### config.mk
export PLATFORM = sky130hd
export DESIGN_NAME = ddr3_cmd_arbiter
export DESIGN_NICKNAME = d
export VERILOG_FILES = /design/src/rtl/ddr3_cmd_arbiter.sv
export SDC_FILE = /design/constraint.sdc
export NUM_CORES = 1
export LEC_CHECK = 0
export CAP_MARGIN = 20
export CORE_AREA = 2 2 253 255
export DETAILED_ROUTE_END_ITERATION = 10
export DIE_AREA = 0 0 255 257
export HOLD_SLACK_MARGIN = 0.06
export PLACE_DENSITY = 0.4
export REMOVE_ABC_BUFFERS = 1
export SLEW_MARGIN = 20
export SYNTH_ARGS = -nofsm -noshare
export SYNTH_HDL_FRONTEND = slang
export SYNTH_SLANG_ARGS = --single-unit
export TNS_END_PERCENT = 1
### constraint.sdc
create_clock -name I_dma_clk -period 6.35 [get_ports I_dma_clk]
set_input_delay 0.635 -clock I_dma_clk [delete_from_list [all_inputs] [get_ports I_dma_clk]]
set_output_delay 0.635 -clock I_dma_clk [all_outputs]
set_load 0.03 [all_outputs]
### src/rtl/ddr3_cmd_arbiter.sv
// ddr3_cmd_arbiter: shares the single DDR3MI user command/data interface between
// a write requester and a read requester. Whole transactions are granted
// round-robin; command, write-data and read-data phases are sequenced and beats
// counted. A watchdog aborts any transaction that stalls for TIMEOUT cycles.
// Ports:
//   I_dma_clk, I_rst                  : DDR3 user clock, async active-high reset
//   I_calib_done                      : new grants blocked while low
//   I_wr_req/addr/burst/data          : write request, sampled at grant
//   O_wr_ack/pop/done                 : write command accepted / beat consumed / last beat
//   I_rd_req/addr/burst               : read request, sampled at grant
//   O_rd_ack/valid/data/done          : read command accepted / registered read beats
//   O_err                             : sticky watchdog abort flag
//   I_cmd_ready, O_cmd, O_cmd_en,
//   O_app_burst_number, O_addr        : DDR3 command channel
//   I_wr_data_rdy, O_wr_data_en/end,
//   O_wr_data, O_wr_data_mask         : DDR3 write data channel
//   I_rd_data_valid, I_rd_data        : DDR3 read data channel
module ddr3_cmd_arbiter #(
    parameter int unsigned ADDR_WIDTH = 28,
    parameter int unsigned DATA_WIDTH = 128,
    parameter int unsigned TIMEOUT    = 1024
) (
    input  logic                    I_dma_clk,
    input  logic                    I_rst,
    input  logic                    I_calib_done,
    input  logic                    I_wr_req,
    input  logic [ADDR_WIDTH-1:0]   I_wr_addr,
    input  logic [5:0]              I_wr_burst,
    input  logic [DATA_WIDTH-1:0]   I_wr_data,
    output logic                    O_wr_ack,
    output logic                    O_wr_pop,
    output logic                    O_wr_done,
    input  logic                    I_rd_req,
    input  logic [ADDR_WIDTH-1:0]   I_rd_addr,
    input  logic [5:0]              I_rd_burst,
    output logic                    O_rd_ack,
    output logic                    O_rd_valid,
    output logic [DATA_WIDTH-1:0]   O_rd_data,
    output logic                    O_rd_done,
    output logic                    O_err,
    input  logic                    I_cmd_ready,
    output logic [2:0]              O_cmd,
    output logic                    O_cmd_en,
    output logic [5:0]              O_app_burst_number,
    output logic [ADDR_WIDTH-1:0]   O_addr,
    input  logic                    I_wr_data_rdy,
    output logic                    O_wr_data_en,
    output logic                    O_wr_data_end,
    output logic [DATA_WIDTH-1:0]   O_wr_data,
    output logic [DATA_WIDTH/8-1:0] O_wr_data_mask,
    input  logic                    I_rd_data_valid,
    input  logic [DATA_WIDTH-1:0]   I_rd_data
);

    localparam int unsigned CNT_W = 7;
    localparam int unsigned WD_W  = $clog2(TIMEOUT + 1);
    localparam logic [2:0]  CMD_WR = 3'b000;
    localparam logic [2:0]  CMD_RD = 3'b001;

    typedef enum logic [2:0] {
        IDLE,
        WR_CMD,
        WR_DATA,
        RD_CMD,
        RD_WAIT
    } state_t;

    state_t            state;
    state_t            state_next;
    logic              last_rd;     // 1: most recent grant went to the read port
    logic [CNT_W-1:0]  beat_cnt;
    logic [WD_W-1:0]   wdog;
    logic              grant_wr;
    logic              grant_rd;
    logic              beat;
    logic              rd_beat;
    logic              last_beat;
    logic              timeout;

    assign last_beat      = (beat_cnt == CNT_W'(O_app_burst_number));
    assign O_wr_data_end  = O_wr_data_en;
    assign O_wr_data      = I_wr_data;
    assign O_wr_data_mask = '0;

    // State register
    always_ff @(posedge I_dma_clk or posedge I_rst) begin
        if (I_rst) begin
            state <= IDLE;
        end else begin
            state <= state_next;
        end
    end

    // Next-state, arbitration and combinational handshake strobes
    always_comb begin
        state_next   = state;
        grant_wr     = 1'b0;
        grant_rd     = 1'b0;
        beat         = 1'b0;
        rd_beat      = 1'b0;
        timeout      = 1'b0;
        O_cmd_en     = 1'b0;
        O_wr_ack     = 1'b0;
        O_rd_ack     = 1'b0;
        O_wr_data_en = 1'b0;
        O_wr_pop     = 1'b0;
        O_wr_done    = 1'b0;
        case (state)
            IDLE: begin
                if (I_calib_done) begin
                    // On a tie the port that did not win last time goes first
                    if (I_wr_req && (!I_rd_req || last_rd)) begin
                        grant_wr   = 1'b1;
                        state_next = WR_CMD;
                    end else if (I_rd_req) begin
                        grant_rd   = 1'b1;
                        state_next = RD_CMD;
                    end
                end
            end
            WR_CMD: begin
                O_cmd_en = I_cmd_ready;
                if (I_cmd_ready) begin
                    O_wr_ack   = 1'b1;
                    state_next = WR_DATA;
                end
            end
            WR_DATA: begin
                O_wr_data_en = I_wr_data_rdy;
                O_wr_pop     = I_wr_data_rdy;
                beat         = I_wr_data_rdy;
                if (I_wr_data_rdy && last_beat) begin
                    O_wr_done  = 1'b1;
                    state_next = IDLE;
                end
            end
            RD_CMD: begin
                O_cmd_en = I_cmd_ready;
                if (I_cmd_ready) begin
                    O_rd_ack   = 1'b1;
                    state_next = RD_WAIT;
                end
            end
            RD_WAIT: begin
                beat    = I_rd_data_valid;
                rd_beat = I_rd_data_valid;
                if (I_rd_data_valid && last_beat) begin
                    state_next = IDLE;
                end
            end
            default: state_next = IDLE;
        endcase
        // Watchdog only fires on a cycle with no progress of any kind
        if (state != IDLE && state_next == state && !beat && wdog == WD_W'(TIMEOUT - 1)) begin
            timeout    = 1'b1;
            state_next = IDLE;
        end
    end

    // Latched command, beat/watchdog counters, registered read path, error flag
    always_ff @(posedge I_dma_clk or posedge I_rst) begin
        if (I_rst) begin
            last_rd            <= 1'b1;
            O_cmd              <= '0;
            O_addr             <= '0;
            O_app_burst_number <= '0;
            beat_cnt           <= '0;
            wdog               <= '0;
            O_err              <= 1'b0;
            O_rd_valid         <= 1'b0;
            O_rd_done          <= 1'b0;
            O_rd_data          <= '0;
        end else begin
            if (grant_wr || grant_rd) begin
                last_rd            <= grant_rd;
                O_cmd              <= grant_rd ? CMD_RD : CMD_WR;
                O_addr             <= grant_rd ? I_rd_addr : I_wr_addr;
                O_app_burst_number <= grant_rd ? I_rd_burst : I_wr_burst;
                beat_cnt           <= '0;
            end else if (beat) begin
                beat_cnt <= beat_cnt + CNT_W'(1);
            end
            if (beat || state_next != state) begin
                wdog <= '0;
            end else if (state != IDLE) begin
                wdog <= wdog + WD_W'(1);
            end
            if (timeout) begin
                O_err <= 1'b1;
            end
            O_rd_valid <= rd_beat;
            O_rd_done  <= rd_beat && last_beat;
            if (rd_beat) begin
                O_rd_data <= I_rd_data;
            end
        end
    end

endmodule

==> run metrics <==
most heavily used metal layer in global routing met3; Die Outline Area between 60000 and 70000 sq um; post_cts resized 0; Period minus WS final 3.58 ns; effective utilization at floorplan 0.143; DR DRC count 0; overall global routing resource usage 0.155; met1 GRT Util 0.131; number of levels in the clock H-tree 4; HPWL reported at the end of detailed placement around 42000 microns; highest-count cells in the layout ignoring fill and taps clkdlybuf4s50_1 (376), dfrtp_1 (187), mux2_2 (128); crit path launch type flop; path category of the worst min-delay check reg -> reg; number of placed I/O pins 651; PortBufs roughly 380; count of hold buffers inserted by post-cts repair 0; global placement routability congestion 0.841; Place WS 3.32 ns; standard cell core area between 60000 and 70000 sq um; final count of hold timing violations 0; Worst IR Drop VDD 0.000202 V; aggregate routed wire length 51500 microns; nets@finish ~1300; Skew-Pair Late Insertion Delay between 0.4 and 0.5 ns; Finished Cell Area between 10000 and 15000 sq um; post-detailed-route count of antenna-violating nets 0; crit end category output pin; cts bufs inserted 17; Unique masters post-synth 49; height of the die 257 microns; Area growth syn-to-layout 46.9%; met2 Usage GRT 0.187; startpoint-to-endpoint class of the critical path reg -> out; highest net fanout along the worst path 4; number of clock sinks seen by CTS 188; static power due to leakage roughly 5.4 nW; Period Utilization, post-route 0.564; P per Cell Area roughly 420 nW/um^2; worst endpoint data arrival time approximately 2.9 ns; fraction of layout cells with a size suffix above 1 0.197; synthesized flop and latch total 188; root cell of the clock tree clkbuf_16; prevailing post-synth register cell dfrtp_1; initial detailed-routing violation count ~390; clock-pin slew on the worst setup and hold paths ~0.09 ns; wire length of the first global-routing pass between 60000 and 70000 microns; unrepaired setup endpoints after global routing false; count of standard-cell rows 92; highest achievable clock rate roughly 280 MHz; sum of internal, switching and leakage power ~5.5 mW; met3 track utilization from global routing 0.223; instance area after placement approximately 13000 sq um; Clock Path Buffers 2; synthesized area 9000 sq um; Syn. warnings 0; synthesized area divided by synthesized cell count between 10 and 15 sq um; Cells after Synth 721; number of synthesized flops with an enable pin 0; via count of the first global-routing pass 6547; share of the yosys chip area belonging to registers 0.523; final standard cell utilization of the core 0.211; drt wl/cell between 20 and 30 microns; summed negative setup slack over all endpoints 0 ns; length of the first detailed-routing pass in iterations 4; worst rel slew slack 0.358; vias ~6600; async set or reset register ratio after synthesis 1.00; skew final roughly 0.019 ns; Die Wd about 260 microns; Vias/cell 3.63; total congestion overflow after global routing 0; # Max-Cap Violations 0; maximum number of pins on one net before global-route repair 130; TritonCTS clock tree done; total count of max-transition violations in the final report 0; final critical-path setup slack ~2.8 ns; diode count 0; most common cell after layout, fill and taps aside clkdlybuf4s50_1; result of the run complete, no violations; required time reported for the critical path endpoint ~5.7 ns; transition time of the tightest slew-check pin around 0.96 ns; buffer count from post-CTS setup fixing 0; Setup violations, final 0; initial antenna violation count 0
-- kinds of logic (layout without fill, tap and decap cells) --
group                      after synthesis  in the layout  synth area share
AOI/OAI and AO/OA                       63             63            0.0534
xor gates and xnor gates                22             22            0.0214
adders and majority gates                2              2           0.00278
buffers and inverters                  187            418             0.147
DFF                                    188            188             0.523
muxes                                  163            163             0.199
other                                    1             18          0.000417
and+or+nand+nor                         95             95            0.0531
-- power breakdown --
part / switching [mW] / total (mW) / internal [mW]
Clock: 0.554 / 1.06 / 0.509
Sequential: 0.253 / 1.86 / 1.60
Combinational: 1.46 / 2.59 / 1.13
Total: 2.27 / 5.51 / 3.24
-- sequential cells by signal, summed over array words and instances, names as in the netlist --
signal and flops:
O_app_burst_number 6, O_rd_data 128, wdog 11, O_addr 28
O_rd_done 1, beat_cnt 7, state 3, O_err 1
O_cmd 1, O_rd_valid 1, last_rd 1
-- routing by layer --
metal	routed length [microns]	part of all wire	vias to the layer above
li1	-	-	2766
met1	15800	0.31	3142
met2	18800	0.36	617
met3	15100	0.29	50
met4	695	0.013	16
met5	1110	0.021	-
-- area by class of cell --
cell class | instances | area (sq um)
Clock inverter | 13 | 106
Inverter | 5 | 26.3
Timing Repair Buffer | 381 | 3810
Multi-Input combinational cell | 363 | 3080
Sequential cell | 188 | 4710
Tap cell | 846 | 1060
Fill cell | 6738 | 49500
Clock buffer | 19 | 433
-- synthesized netlist by cell type, types with 2 or more instances --
cell type  instances  area [sq um]
a2111oi_2          7           105
a211oi_1           5          37.5
a21o_1             2          15.0
a21oi_1            2          10.0
and2_2             4          30.0
and3_1             3          18.8
buf_1              2          7.51
buf_2             13          65.1
buf_4            148          1110
buf_6              4          45.0
clkbuf_1          13          48.8
clkbuf_8           2          27.5
dfrtp_1          187          4680
ha_1               2          25.0
inv_1              5          18.8
mux2_2           128          1440
mux2i_1           35           350
nand2_1           49           184
nand3_1            4          20.0
nand4_1            6          37.5
nor2_1            14          52.6
nor3_1             3          15.0
o21ai_0           37           185
xnor2_1            7          61.3
xor2_1            15           131
-- final timing paths --
check	startpoint	to	slack, ns	cells past startpoint
max	beat_cnt[1]	O_wr_done	2.77	5
min	O_err	O_err	0.48	1
max reg2reg	state[0]	wdog[4]	3.82	4
min reg2reg	O_err	O_err	0.48	1
max in group asynchronous	I_rst	O_rd_data[109]	4.33	3
min in group asynchronous	I_rst	O_rd_data[35]	0.64	2
-- stage by stage --
stage	instances	hold WS, ns
2_1_floorplan	556	0.446
3_3_place_gp	1783	0.466
3_5_place_dp	1783	0.466
4_1_cts	1815	0.483
5_1_grt	1815	0.502
6_report	1815	0.477
-- critical path: stages, from the launching register on --
cell and delay (ns):
dfrtp_1 0.44, xor2_1 0.17, or4_4 0.53, nor4_4 0.42, and2_2 0.24, clkdlybuf4s50_1 0.66
(Power assumes the default switching activity.)
